`src/rtl/pixel_packer_pkg.sv`:
```
// Shared types and defaults for the pixel packer.
// Exports packer_state_t, axis_word_t and words_per_frame().
package pixel_packer_pkg;

  typedef enum logic [1:0] {
    IDLE,
    PACK,
    FLUSH
  } packer_state_t;

  localparam int DEF_H_ACTIVE = 320;
  localparam int DEF_V_ACTIVE = 380;
  localparam int DEF_PIX_W    = 16;
  localparam int AXIS_W       = 128;
  localparam int WIDX_W       = 14;

  typedef struct packed {
    logic              last;
    logic [AXIS_W-1:0] data;
  } axis_word_t;

  function automatic int words_per_frame(
    input int h,
    input int v,
    input int pw
  );
    return (h * v) / (AXIS_W / pw);
  endfunction

endpackage

```
`src/rtl/axis_fifo2.sv`:
```
// Two-entry AXI-Stream buffer (data + last), head always in e0.
// Ports: clk_in, rst_in (sync, low), push/push_word, ready, head, valid, occ.
module axis_fifo2
  import pixel_packer_pkg::*;
(
  input  logic       clk_in,
  input  logic       rst_in,
  input  logic       push,
  input  axis_word_t push_word,
  input  logic       ready,
  output axis_word_t head,
  output logic       valid,
  output logic [1:0] occ
);

  axis_word_t e0;
  axis_word_t e1;
  logic       pop;
  logic       wr;

  assign valid = (occ != 2'd0);
  assign head  = e0;
  assign pop   = ready & valid;
  // A pop from full frees a slot in the same cycle.
  assign wr    = push & ((occ != 2'd2) | pop);

  always_ff @(posedge clk_in) begin
    if (!rst_in) begin
      occ <= 2'd0;
      e0  <= '0;
      e1  <= '0;
    end else begin
      unique case ({wr, pop})
        2'b10: begin
          if (occ == 2'd0) e0 <= push_word;
          else e1 <= push_word;
          occ <= occ + 2'd1;
        end
        2'b01: begin
          e0  <= e1;
          occ <= occ - 2'd1;
        end
        2'b11: begin
          if (occ == 2'd1) begin
            e0 <= push_word;
          end else begin
            e0 <= e1;
            e1 <= push_word;
          end
        end
        default: ;
      endcase
    end
  end

endmodule

```
`src/rtl/pixel_packer.sv`:
```
// Packs raster pixels into 128-bit AXIS words, one TLAST per frame.
// Ports: clk_in, rst_in (sync, low), pixel_*/hcount/vcount in,
// write_axis_* out (ready in), frame/error counters, busy_out.
// Optional macro PIXEL_PACKER_TEST_PATTERN_EN adds test_pattern_in.
module pixel_packer
  import pixel_packer_pkg::*;
#(
  parameter int H_ACTIVE = DEF_H_ACTIVE,
  parameter int V_ACTIVE = DEF_V_ACTIVE,
  parameter int PIX_W    = DEF_PIX_W
) (
  input  logic              clk_in,
  input  logic              rst_in,
  input  logic              pixel_valid_in,
  input  logic [PIX_W-1:0]  pixel_data_in,
  input  logic [10:0]       hcount_in,
  input  logic [9:0]        vcount_in,
`ifdef PIXEL_PACKER_TEST_PATTERN_EN
  input  logic              test_pattern_in,
`endif
  output logic [AXIS_W-1:0] write_axis_data,
  output logic              write_axis_valid,
  output logic              write_axis_tlast,
  output logic              write_axis_smallpile,
  input  logic              write_axis_ready,
  output logic [15:0]       frame_count_out,
  output logic [7:0]        error_count_out,
  output logic              busy_out
);

  localparam int PIX_PER_WORD = AXIS_W / PIX_W;
  localparam int WORDS_PER_FRAME =
    words_per_frame(H_ACTIVE, V_ACTIVE, PIX_W);
  localparam logic [WIDX_W-1:0] LAST_IDX =
    WIDX_W'(WORDS_PER_FRAME - 1);
  localparam logic [2:0] LAST_PIX = 3'(PIX_PER_WORD - 1);

  packer_state_t     state;
  logic [AXIS_W-1:0] word_q;
  logic [AXIS_W-1:0] word_next;
  logic [AXIS_W-1:0] stg_data;
  logic              stg_valid;
  logic [2:0]        pix_idx;
  logic [WIDX_W-1:0] word_idx;
  logic [PIX_W-1:0]  pix;
  logic              accept;
  logic              sof;
  logic              can_push;
  logic              stg_push;
  logic              flush_push;
  logic              push;
  logic              at_last;
  logic              last_push;
  logic              overflow;
  logic              early_sof;
  logic [1:0]        occ;
  axis_word_t        push_word;
  axis_word_t        head;

`ifdef PIXEL_PACKER_TEST_PATTERN_EN
  logic [15:0] tp;
  assign tp  = {vcount_in[7:0], hcount_in[7:0]};
  assign pix = test_pattern_in ? PIX_W'(tp) : pixel_data_in;
`else
  assign pix = pixel_data_in;
`endif

  assign accept = pixel_valid_in
                & (hcount_in < 11'(H_ACTIVE))
                & (vcount_in < 10'(V_ACTIVE));
  assign sof = accept
             & (hcount_in == 11'd0)
             & (vcount_in == 10'd0);

  assign can_push   = (occ != 2'd2) | write_axis_ready;
  assign stg_push   = stg_valid & can_push;
  // Zero fill only once any staged real word has gone out.
  assign flush_push = (state == FLUSH) & ~stg_valid & can_push;
  assign push       = stg_push | flush_push;
  // word_idx counts pushed words, so a dropped word's slot is refilled.
  assign at_last    = (word_idx == LAST_IDX);
  assign last_push  = push & at_last;
  assign overflow   = (state == PACK) & stg_valid & ~can_push;
  // A SOF racing the frame's own last push is not an abort.
  assign early_sof  = (state == PACK) & sof
                    & ~(stg_valid & at_last) & ~overflow;

  assign push_word.last = at_last;
  assign push_word.data = stg_valid ? stg_data : '0;

  always_comb begin
    word_next = word_q;
    word_next[int'(pix_idx) * PIX_W +: PIX_W] = pix;
  end

  always_ff @(posedge clk_in) begin
    if (!rst_in) begin
      state           <= IDLE;
      word_q          <= '0;
      stg_data        <= '0;
      stg_valid       <= 1'b0;
      pix_idx         <= 3'd0;
      word_idx        <= '0;
      frame_count_out <= 16'd0;
      error_count_out <= 8'd0;
    end else begin
      if (push)
        word_idx <= at_last ? '0 : word_idx + WIDX_W'(1);
      if (push | overflow)
        stg_valid <= 1'b0;
      unique case (state)
        IDLE: begin
          if (sof) begin
            word_q  <= word_next;
            pix_idx <= 3'd1;
            state   <= PACK;
          end
        end
        PACK: begin
          if (overflow | early_sof) begin
            state   <= FLUSH;
            pix_idx <= 3'd0;
            if (error_count_out != 8'hff)
              error_count_out <= error_count_out + 8'd1;
          end else if (last_push) begin
            state           <= IDLE;
            pix_idx         <= 3'd0;
            frame_count_out <= frame_count_out + 16'd1;
          end else if (accept & ~sof) begin
            word_q  <= word_next;
            pix_idx <= pix_idx + 3'd1;
            if (pix_idx == LAST_PIX) begin
              stg_valid <= 1'b1;
              stg_data  <= word_next;
            end
          end
        end
        FLUSH: begin
          if (last_push) state <= IDLE;
        end
        default: state <= IDLE;
      endcase
    end
  end

  axis_fifo2 u_fifo (
    .clk_in    (clk_in),
    .rst_in    (rst_in),
    .push      (push),
    .push_word (push_word),
    .ready     (write_axis_ready),
    .head      (head),
    .valid     (write_axis_valid),
    .occ       (occ)
  );

  assign write_axis_data      = head.data;
  assign write_axis_tlast     = head.last & write_axis_valid;
  assign write_axis_smallpile = (occ != 2'd2);
  assign busy_out             = (state != IDLE);

endmodule

```
`config.mk`:
```
export PLATFORM = sky130hd
export DESIGN_NAME = pixel_packer
export DESIGN_NICKNAME = d
export VERILOG_FILES = /design/src/rtl/pixel_packer_pkg.sv /design/src/rtl/axis_fifo2.sv /design/src/rtl/pixel_packer.sv
export SDC_FILE = /design/constraint.sdc
export NUM_CORES = 1
export LEC_CHECK = 0
export ABC_AREA = 1
export ABC_CLOCK_PERIOD_IN_PS = 8090
export CAP_MARGIN = 20
export CORE_MARGIN = 3
export CORE_UTILIZATION = 35
export CTS_CLUSTER_SIZE = 40
export DETAILED_ROUTE_END_ITERATION = 10
export PLACE_DENSITY = 0.55
export REMOVE_ABC_BUFFERS = 1
export SYNTH_ARGS = -nofsm -noshare
export SYNTH_HDL_FRONTEND = slang
export SYNTH_SLANG_ARGS = --single-unit
```
`constraint.sdc`:
```
create_clock -name clk_in -period 8.09 [get_ports clk_in]
set_clock_uncertainty 0.15 [all_clocks]
set_input_delay 2.0225 -clock clk_in [delete_from_list [all_inputs] [get_ports clk_in]]
set_output_delay 2.0225 -clock clk_in [all_outputs]
set_load 0.02 [all_outputs]
```
==> flow_summary.toml <==
[sta]
rsz0062_at_grt = "false"
min_period_over_period_pct = 66.8
min_period_ps = 5410
worstMarginPinSlew_ps = 1070
hold_viol = 0
drv_slew = 0
slew_headroom_pct = 28.6
hold_ws_ps = 300
fmax_mhz = 185
setup-tns-final_ps = 0
finalSetupViolCount = 0

[clock_tree]
path_clk_slew_ps = 60
worstSkewPairLatency_ps = 620
root_buffer = "clkbuf_16"
cts_sinks = 560
numCtsBuffers = 61
clockBufferDepth = 3
cts_hold_buf = 0
cts_tree = "yes"
h-tree-depth = 2
cts_resized = 0
postCtsSetupBuffers = 0

[power]
powerDensity_nw_per_um2 = 222
p_leak_nw = 10.6
finalPower_w = 0.00644
max-vdd-ir-drop_v = 0.000181

[worst_setup_path]
required_ps = 8480
worstSetupEndpoint = "u_fifo.head[110]"
r2r_slack_ps = 3920
critPathLaunch = "write_axis_ready"
r2r_cells = 12
r2r-end = "u_fifo.head[110]"
crit_arrival_ps = 5800
reg2reg_from = "u_fifo.occ[0]"
critPathCaptureType = "flop"
crit_slowest_cell = "buf_4"
max_stage_delay_ps = 780
crit_chain = "clkdlybuf4s50_1, inv_2, nor2_4, buf_4, ha_1, a21oi_1, inv_6, buf_4, nand3_1, o21ai_0, o21ai_0, nor2_1"
worstSetupStartpointType = "input port"
critical_path_class = "in -> reg"
cp_max_fo = 80

[synthesis]
netlist_instances = 3693
yosysWarnings = 0
synth.distinct_cells = 43
synthArstFlopShare_pct = 0
synth.most_common_cell = "nor2_1"
synth_top_area_share_pct = 43.7
syn_avg_cell_area_um2 = 6.94
synthTopCellsByArea = "dfxtp_1, nor2_1, nand2_1"
netlist_top_cells_count = "nor2_1, nand2_1, dfxtp_1, o21ai_0, a21oi_1"
synth_edf_count = 0
syn_area_um2 = 25600
ys_seq_area_share_pct = 43.7
ys_ff_latch = 560
ys.flop_type = "dfxtp_1"
yosys.area.top_type = "dfxtp_1"

[layout]
final_area_um2 = 28900
areaGrowthSynthToFinish_pct = 12.9
drive_gt1_share_pct = 4.64
finalCoreUtilization_pct = 40.2
num-nets-final = 3626

[global_routing]
grtUsageMet2_pct = 29.2
grt_pass1_wl_mm = 115
grt_pass1_vias = 20700
grt_use_met1_pct = 24.9
grt_max_degree = 238
top_usage_layer = "met2"
grtUsageMet3_pct = 2.49
grt_use_total_pct = 17.8
grt-ovfl-total = 0
antenna_found_initial = 1

[placed_design]
hpwl_mm = 41.6
place_congestion = 0.775
io_buffer_count = 196
place_area_um2 = 26800

[floorplan]
initial_core_util_pct = 35.6
rows = 98
core-area_um2 = 72000
dieArea_um2 = 76500
pin_count = 197
die_w_um = 277
die_height_um = 277

[drt]
vias_per_cell = 4.93
drtIter0Drc = 1641
final_antenna_net_count = 0
wirelength_mm = 70.3
drt_pre_antenna_iters = 5
wl_per_cell_um = 15.4
drc_errors = 0
vias = 22500

[min_path]
min_from = "word_idx[4]"
hp-class = "reg -> reg"

[outcome]
status = "finished clean"

[flow_run]
drv_cap = 0
[worst min-delay path by stage]
stage | slack, ps | cells after the start | to
final | 300 | 2 | word_idx[4]
after global routing | 340 | 2 | word_idx[4]
after CTS | 310 | 2 | word_idx[4]
after detailed placement | 300 | 2 | word_idx[4]
after global placement | 290 | 2 | word_idx[4]
after floorplan | 270 | 1 | word_idx[13]
[cell type report]
cell class                 count  area, um2
sequential                   560      11200
inverter                     114        445
clock inverter                18        199
timing repair buffer         221       2240
fill                        7553      43000
tap                          950       1190
antenna                        1       2.50
multi-input combinational   2614      11800
clock buffer                  97       1890
[power by group]
group	switching (W)	internal (W)	total, W
Sequential	0.0000450	0.00284	0.00288
Clock	0.00115	0.00172	0.00287
Combinational	0.000439	0.000247	0.000686
Total	0.00163	0.00481	0.00644
[critical path: cells and delay by family]
| kind | cells | cell delay [ps] |
|---|---|---|
| buffers and inverters | 5 | 2600 |
| adder cells (fa/ha/maj) | 1 | 400 |
| AO/OA/AOI/OAI | 3 | 370 |
| AND/OR/NAND/NOR | 3 | 370 |
[state kept, by name, indices dropped and copies added (netlist names), 2 cells and up]
signal	cells
error_count_out	8
frame_count_out	16
pix_idx	3
state	2
stg_data	128
u_fifo.e1	129
u_fifo.head	129
u_fifo.occ	2
word_idx	14
word_q	128
[metal layers]
layer | up-vias | part of all wire, % | routed length (um)
li1 | 11700 | - | -
met1 | 10300 | 49 | 34500
met2 | 406 | 45 | 31900
met3 | 81 | 4.0 | 2790
met4 | 0 | 1.5 | 1090
met5 | - | 0 | 0
[metrics by stage]
stage	setup slack, ps	instances
floorplan	-1230	3288
global placement	2090	4458
detailed placement	2070	4458
CTS	2640	4573
global route	2320	4574
finish	2680	4575
[placed cells by master (no fill, tap or decap), types with 11 or more instances in the layout]
master,n
nor2_1,780
nand2_1,682
dfxtp_1,559
o21ai_0,417
a21oi_1,269
nand3_1,267
clkdlybuf4s50_1,195
inv_1,96
clkbuf_16,63
o21ai_1,54
a211oi_1,37
nand4_1,20
clkbuf_8,19
buf_4,19
clkbuf_1,15
inv_2,13
ha_1,13
a311oi_1,12
nor3_1,11
clkinv_2,11
[kinds of logic (layout without fill, tap and decap cells)]
kind of cell | count (synthesis) | in the layout | synth area share, %
adders and majority gates | 13 | 13 | 0.635
buffers and inverters | 519 | 450 | 10.6
AOI/OAI and AO/OA | 802 | 802 | 16.3
and+or+nand+nor | 1785 | 1785 | 28.2
other | 0 | 1 | 0
muxes | 3 | 3 | 0.117
DFF | 560 | 560 | 43.7
xor gates and xnor gates | 11 | 11 | 0.376
Power figures use the tool's default switching activity.
